===== config.mk =====
export PLATFORM = sky130hd
export DESIGN_NAME = filter_out_requant
export DESIGN_NICKNAME = d
export VERILOG_FILES = /design/src/rtl/filter_out_requant.sv
export SDC_FILE = /design/constraint.sdc
export NUM_CORES = 1
export LEC_CHECK = 0
export BUFFER_PORTS_ARGS = -buffer_cell sky130_fd_sc_hd__buf_2
export CAP_MARGIN = 10
export CORE_MARGIN = 5
export CORE_UTILIZATION = 51
export DETAILED_ROUTE_END_ITERATION = 16
export MAX_ROUTING_LAYER = met4
export PLACE_DENSITY = 0.84
export SYNTH_ARGS = -nofsm -noshare
export SYNTH_HDL_FRONTEND = slang
export SYNTH_SLANG_ARGS = --single-unit

===== constraint.sdc =====
create_clock -name clk -period 2.6 [get_ports clk]
set_input_delay 0.26 -clock clk [delete_from_list [all_inputs] [get_ports clk]]
set_output_delay 0.26 -clock clk [all_outputs]
set_load 0.01 [all_outputs]

===== src/rtl/filter_out_requant.sv =====
// FIR output post-processing: warm-up discard, decimation by DEC, round/saturate to OUT_W, show-ahead output FIFO.
// Optional REQUANT_STATS_EN adds sat_cnt, a saturating count of clipped kept samples.
module filter_out_requant #(
  parameter int IN_W       = 24,
  parameter int OUT_W      = 12,
  parameter int SHIFT      = 12,
  parameter int DEC        = 4,
  parameter int SKIP       = 16,
  parameter int FIFO_DEPTH = 8
) (
  input  logic                          clk,
  input  logic                          rst,
  input  logic signed [IN_W-1:0]        data_in,
  input  logic                          in_en,
  output logic signed [OUT_W-1:0]       out_data,
  output logic                          out_valid,
  input  logic                          out_ready,
  output logic [$clog2(FIFO_DEPTH):0]   fifo_level,
  output logic                          overflow
`ifdef REQUANT_STATS_EN
  ,
  output logic [15:0]                   sat_cnt
`endif
);

  localparam int AW  = $clog2(FIFO_DEPTH);
  localparam int RW  = IN_W + 1;
  localparam int DCW = (DEC > 1) ? $clog2(DEC) : 1;
  localparam int SCW = (SKIP > 1) ? $clog2(SKIP) : 1;

  localparam logic signed [RW-1:0] HALF    = RW'(2 ** (SHIFT - 1));
  localparam logic signed [RW-1:0] SAT_MAX = RW'(2 ** (OUT_W - 1) - 1);
  localparam logic signed [RW-1:0] SAT_MIN = ~SAT_MAX;

  // One guard bit keeps x + 2^(SHIFT-1) from wrapping at the positive limit.
  function automatic logic signed [RW-1:0] round_shift(input logic signed [IN_W-1:0] x);
    logic signed [RW-1:0] s;
    s = $signed({x[IN_W-1], x}) + HALF;
    return s >>> SHIFT;
  endfunction

  function automatic logic signed [OUT_W-1:0] saturate(input logic signed [RW-1:0] r);
    if (r > SAT_MAX) return SAT_MAX[OUT_W-1:0];
    if (r < SAT_MIN) return SAT_MIN[OUT_W-1:0];
    return r[OUT_W-1:0];
  endfunction

  typedef enum logic {WARMUP, RUN} state_e;

  state_e                   state_q, state_d;
  logic [SCW-1:0]           skip_q, skip_d;
  logic [DCW-1:0]           dec_q, dec_d;
  logic                     keep_p0;
  logic signed [RW-1:0]     rnd_p0;

  logic                     vld_p1_q;
  logic signed [OUT_W-1:0]  data_p1_q;

  logic [AW:0]              wr_ptr_q, wr_ptr_d;
  logic [AW:0]              rd_ptr_q, rd_ptr_d;
  logic                     overflow_q, overflow_d;
  logic signed [OUT_W-1:0]  mem_q [FIFO_DEPTH];
  logic                     empty, full, push, pop;

  always_comb begin
    state_d = state_q;
    skip_d  = skip_q;
    dec_d   = dec_q;
    keep_p0 = 1'b0;
    case (state_q)
      WARMUP: begin
        if (SKIP == 0) begin
          state_d = RUN;
        end else if (in_en) begin
          if (skip_q == SCW'(SKIP - 1)) state_d = RUN;
          else                          skip_d  = skip_q + 1'b1;
        end
      end
      RUN: begin
        if (in_en) begin
          keep_p0 = (dec_q == '0);
          dec_d   = (dec_q == DCW'(DEC - 1)) ? '0 : dec_q + 1'b1;
        end
      end
      default: state_d = WARMUP;
    endcase
  end

  assign rnd_p0 = round_shift(data_in);

  always_ff @(posedge clk or negedge rst) begin
    if (!rst) begin
      state_q  <= WARMUP;
      skip_q   <= '0;
      dec_q    <= '0;
      vld_p1_q <= 1'b0;
    end else begin
      state_q  <= state_d;
      skip_q   <= skip_d;
      dec_q    <= dec_d;
      vld_p1_q <= keep_p0;
    end
  end

  // ---- stage p0 -> p1: rounded/saturated sample register
  always_ff @(posedge clk) begin
    if (keep_p0) data_p1_q <= saturate(rnd_p0);
  end

  // ---- stage p1 -> FIFO
  assign empty = (wr_ptr_q == rd_ptr_q);
  assign full  = (wr_ptr_q[AW] != rd_ptr_q[AW]) && (wr_ptr_q[AW-1:0] == rd_ptr_q[AW-1:0]);
  assign pop   = out_valid & out_ready;
  assign push  = vld_p1_q & (~full | pop);

  always_comb begin
    wr_ptr_d   = wr_ptr_q;
    rd_ptr_d   = rd_ptr_q;
    overflow_d = overflow_q;
    if (push) wr_ptr_d = wr_ptr_q + 1'b1;
    if (pop)  rd_ptr_d = rd_ptr_q + 1'b1;
    if (vld_p1_q && full && !pop) overflow_d = 1'b1;
  end

  always_ff @(posedge clk or negedge rst) begin
    if (!rst) begin
      wr_ptr_q   <= '0;
      rd_ptr_q   <= '0;
      overflow_q <= 1'b0;
    end else begin
      wr_ptr_q   <= wr_ptr_d;
      rd_ptr_q   <= rd_ptr_d;
      overflow_q <= overflow_d;
    end
  end

  always_ff @(posedge clk) begin
    if (push) mem_q[wr_ptr_q[AW-1:0]] <= data_p1_q;
  end

  assign out_valid  = ~empty;
  assign out_data   = out_valid ? mem_q[rd_ptr_q[AW-1:0]] : '0;
  assign fifo_level = wr_ptr_q - rd_ptr_q;
  assign overflow   = overflow_q;

`ifdef REQUANT_STATS_EN
  logic [15:0] sat_cnt_q, sat_cnt_d;
  logic        clip_p0;

  assign clip_p0 = keep_p0 && ((rnd_p0 > SAT_MAX) || (rnd_p0 < SAT_MIN));

  always_comb begin
    sat_cnt_d = sat_cnt_q;
    if (clip_p0 && (sat_cnt_q != 16'hFFFF)) sat_cnt_d = sat_cnt_q + 16'd1;
  end

  always_ff @(posedge clk or negedge rst) begin
    if (!rst) sat_cnt_q <= '0;
    else      sat_cnt_q <= sat_cnt_d;
  end

  assign sat_cnt = sat_cnt_q;
`endif

endmodule


# --- Word level (Yosys, flattened, before mapping) ---
# Memory sizes are Yosys's and may differ from the RTL's.
# Cells that the tools add are included.
classes:
  add_sub_neg: 6
  n_mul: 0
  div: 0
  order_cmp: 2
  eq_ne: 5
  n_shift: 0
  n_mux: 18
  bitwise: 7
  reduce_logical: 7
op_table:
  columns: ["operator", "n"]
  rows:
  - ["$mux 12", 5]
  - ["$add 24x13->25 const B", 1]
  - ["$gt 13x12->1 const B", 1]
  - ["$lt 13x12->1 const B", 1]
  - ["$add 4x1->4 const B", 3]
  - ["$mux 1", 12]
  - ["$eq 4x4->1", 1]
  - ["$eq 4x4->1 const B", 1]
  - ["$not 1->1", 4]
  - ["$sub 4x4->4", 1]
  - ["$eq 3x3->1", 1]
  - ["$logic_and 1x1->1", 3]
  - ["$reduce_and 3->1", 1]
  - ["$add 2x1->2 const B", 1]
  - ["$and 1x1->1", 2]
  - ["$eq 2x2->1 const B", 1]
  - ["$logic_not 2->1", 1]
  - ["$mux 2", 1]
  - ["$reduce_and 2->1", 1]
  - ["$logic_not 1->1", 1]
  - ["$ne 1x1->1", 1]
  - ["$or 1x1->1", 1]
word_totals:
  regBits: 29
  latch_bits: 0
  mem_bits_rw: 96
  romBits: 0
  in_bits: 28
  output_inout_bits: 18
  elab_cells: 54
  mem_count: 1
mem_list:
  columns: ["name", "depth", "width", "read_ports", "rd_ports_with_merged_regs", "write_ports", "line_no", "text"]
  rows:
  - ["mem_q", 8, 12, 1, 0, 1, "62", "logic signed [OUT_W-1:0] mem_q [FIFO_DEPTH];"]

# --- Depth between registers and ports, before layout ---
depth:
  ltp_word: 8
  mapped_depth: 9
  mapped_depth_nobuf: 7

# --- Worst setup path before layout ---
# Ideal clock, no wire load.
synth_path:
  path_kind: "reg2reg"
  from: "reg rd_ptr_q[1]"
  to: "mem mem_q[0][0], enable pin"
  setup_ns: 0.396
  t_arrival_ns: 2.454
  t_required_ns: 2.204
  slack_ns: -0.250
  path_stages_with_launch: 9
  path_buffers: 2
  period_less_slack_ns: 2.850
  path_cell_list: "dfrtp_1 -> buf_2 -> buf_2 -> inv_1 -> ha_1 -> nand3_1 -> o31a_1 -> nand2_1 -> nor3_1"
synth_between:
  elab_chain_len: 7
  word_cells_on_any_way: 10
  cone_classes: "eq/ne (2); mux (2); bitwise (5); reduce/logical (1)"
synth_rtl:
  columns: ["element", "line_no", "text"]
  rows:
  - ["from (decl)", "60", "logic [AW:0] rd_ptr_q, rd_ptr_d;"]
  - ["from (signal assigned)", "132", "rd_ptr_q <= rd_ptr_d;"]
  - ["$eq 4x4->1 or $eq 3x3->1 (tied branches)", "111, 112", null]
  - ["$not 1->1 or $logic_and 1x1->1 (tied branches)", "141, 112", null]
  - ["$and 1x1->1 or $not 1->1 (tied branches)", "113, 114", null]
  - ["$or 1x1->1 (*)", "114", "assign push = vld_p1_q & (~full | pop);"]
  - ["$and 1x1->1 (*)", "114", null]
  - ["$mux 1 (*)", "138", "if (push) mem_q[wr_ptr_q[AW-1:0]] <= data_p1_q;"]
  - ["$mux 1 (implied by the code) (*)", "138", null]
  - ["to (decl)", "62", null]
# Every way passes the cells marked *; elsewhere a longest branch is shown, timed or not.

# --- Final worst setup path ---
layout_path:
  from: "reg wr_ptr_q[0]"
  to: "out out_data[11]"
layout_between:
  elab_chain_len: 2
layout_rtl:
  columns: ["element", "line_no", "text"]
  rows:
  - ["from (decl)", "59", "logic [AW:0] wr_ptr_q, wr_ptr_d;"]
  - ["from (signal assigned)", "131", "wr_ptr_q <= wr_ptr_d;"]
  - ["$eq 4x4->1", "111", "assign empty = (wr_ptr_q == rd_ptr_q);"]
  - ["$mux 12", "142", "assign out_data = out_valid ? mem_q[rd_ptr_q[AW-1:0]] : '0;"]
  - ["to (decl)", "15", "output logic signed [OUT_W-1:0] out_data,"]
# No other way between the ends.

==> results.md <==
* Total power at 6.975 mW
* Drt pass-1 iters at 4
* DP Worst Slack at 294.4 ps
* Dominant cell type by area after synthesis: edfxtp_1
* Crit path cell chain: inv_1, ha_1, nand3_1, nor2_2, buf_4, a21oi_1, buf_2
* DRC Markers at 0
* Dpl hpwl at 6.147 mm
* Layout area overhead at 17.23%
* Clk_lat worst skew at roughly 520 ps
* Vias at 2977
* Most common cell in the synthesized netlist: edfxtp_1
* Clock tree root buffer cell: clkbuf_8
* Startpoint type of the worst setup path: register
* Core area at 10230 um^2
* Post-Syn Area at 5301 um^2
* Worst Hold Launch: in_en
* Syn_area_per_cell at 16.41 um^2
* Fin Setup TNS at 0 ps
* PD cells at between 1000 and 1500 nW/um^2
* Post-Synth Adder-Cell Area at 2.738%
* CP max FO at 13
* Share of layout cells above drive strength 1 at 28.46%
* HP Class: input port to register
* Post-Synth Simple-Gate Area at under 10%
* RSZ-0062 raised after global routing: no
* Main synth FF type: edfxtp_1
* Initial antenna violation count at 0
* GP Congestion at 0.8503
* Drt first-iter violations at approximately 230
* Number of flops mapped to enable cells by yosys at 108
* Slew headroom at 56.66%
* Antenna Cells at 0
* First-pass GRT wire length at between 15 and 20 mm
* Top post-synthesis cells by area: edfxtp_1 61%, mux4_2 10%, dfrtp_1 8.0%, nand2_1 2.7%, ha_1 2.4%
* Vias in the first global route at 3085
* PortBufs at 34
* Die Wd at 112.0 um
* Share of the synthesized area in the top cell type at 61.18%
* Setup-failing EPs final at 0
* FP Rows at 37
* Synth Area in XOR/XNOR at 2.950%
* Crit. Startpoint: wr_ptr_q[0]
* Seq cells post-synth at 125
* # Max-Cap Violations at 0
* Post-route ant nets at 0
* Via/cell ratio at between 5 and 6
* Most frequent cells after synthesis: 108 x edfxtp_1, 38 x nand2_1, 24 x mux4_2
* Hold slack at 74.81 ps
* Post-synthesis net count at 362
* Clk slew on worst S/H paths at 60 ps
* CP peak stage delay at 420 ps
* Fin crit period at 2450 ps
* Final WL at around 10 mm
* Clock Skew at 14.71 ps
* TritonCTS buffer count at 17
* Status: completed
* I/O pins at 46
* GRT overflow at 0
* Leakage at about 2.3 nW
* Post-route clock period utilization at 94.23%
* CP max stage cell: dfrtp_1
* Gr usage total at 18.18%
* Reg2reg start: wr_ptr_q[0]
* Synth cell types at 43
* Sequential fraction of the synthesis area at 69.20%
* Mux cell area share after synthesis at 10.83%
* Ys Warns at 0
* Crit path required time at between 2000 and 2500 ps
* Fill cells at 726
* Drt wl/cell at about 20 um
* Cells after synthesis at 323
* Core Util, Final at 60.74%
* Final Hold Fails at 0
* Slack of the critical path at 150.1 ps
* CTS H-Tree Depth at 4
* Post-synthesis compound-gate area fraction at 4.343%
* TritonCTS Sinks at 125
* Starting Density at 51.82%
* Largest net degree at the start of global routing at 29
* Synth async-reset ratio at a little over an eighth
* Fin. max-slew vios at 0
* VDD IR max at a little under 0.6 mV
* Delay-heaviest family, CP: buffers and inverters
* Largest family of logic cells by synthesized area: multiplexers
* CP Capture Type: output port
* Kind of critical path: register to output port
* CTS max path bufs at 2
* Die area at 12530 um^2
* Fmax at 408.2 MHz
* Die height at 112.0 um
* Layout net count at between 400 and 500
* Buf/Inv on CP at 3
* CTS tree: done
* Worst slew pin tran at 645.8 ps
* Critical path data arrival time at 2190 ps
metrics by stage:
stage,area [um^2],cells
after global placement,5665,493
after CTS,6211,526
after floorplan,5311,323
final,6215,526
after global routing,6215,526
after detailed placement,5665,493
worst register-to-register path, stage by stage (launching register included):
cell and delay [ps]:
dfrtp_1 420, inv_1 120, ha_1 320, nand3_1 170, o31ai_1 130, or3_1 370
inv_1 450
final cells by class:
cell class,instances,area (um^2),area share (%)
clock buffer,22,474.2,7.630
tap,136,170.2,2.738
timing repair buffer,47,274.0,4.409
clock inverter,10,61.31,0.9865
inverter,16,60.06,0.9664
sequential,125,3669,59.03
multi-input combinational,170,1506,24.24
path summary, 6_finish.rpt:
path                            cells past startpoint           end  slack (ps)
worst max-delay path                                7  out_data[11]         150
worst min-delay path                                2       state_q          70
worst max register to register                      6   mem_q[7][4]         260
worst min register to register                      1      overflow         450
max in group asynchronous                           2   wr_ptr_q[0]        2130
min in group asynchronous                           2     skip_q[2]         190
layout by cell type, fill, tap and decap left out, types with 10 or more instances in the layout:
cell type / netlist / routed
a21oi_1: 14 / 14
clkbuf_16: 0 / 17
xnor2_1: 10 / 10
mux4_2: 24 / 24
nand3_1: 10 / 10
ha_1: 10 / 10
inv_1: 15 / 15
nand2_1: 38 / 38
edfxtp_1: 108 / 108
dfrtp_1: 17 / 17
buf_4: 1 / 11
buf_2: 4 / 34
power breakdown:
group	switching, mW	internal [mW]	leakage [nW]
Clock	0.801	1.27	0.275
Combinational	1.19	0.995	0.813
Sequential	0.221	2.49	1.18
logic make-up after synthesis:
logic type / after synthesis
buffers and inverters: 28
adder cells (fa/ha/maj): 11
flip-flops: 125
AO/OA/AOI/OAI: 37
XOR/XNOR: 17
AND/OR/NAND/NOR: 78
multiplexers: 27
what timing repair did:
| item | CTS | global route |
|---|---|---|
| resized for setup | 0 | 1 |
| buffers inserted | 0 | 0 |
| endpoints found under the setup margin | 0 | 12 |
| hold endpoints to repair | 17 | 0 |
| hold buffers | 1 | 0 |
sequential cells by signal, indices dropped and copies added (netlist names):
name and cells:
mem_q 96, overflow 1, rd_ptr_q 4, dec_q 2, data_p1_q 12, vld_p1_q 1
skip_q 4, wr_ptr_q 4, state_q 1
layer usage:
| metal | global-route usage, % | wire length [um] |
|---|---|---|
| met1 | 19.96 | 3878 |
| met2 | 30.78 | 5514 |
| met3 | 5.109 | 606 |
| met4 | 8.333 | 264 |
| met5 | - | 0 |
(Power assumes the default switching activity.)
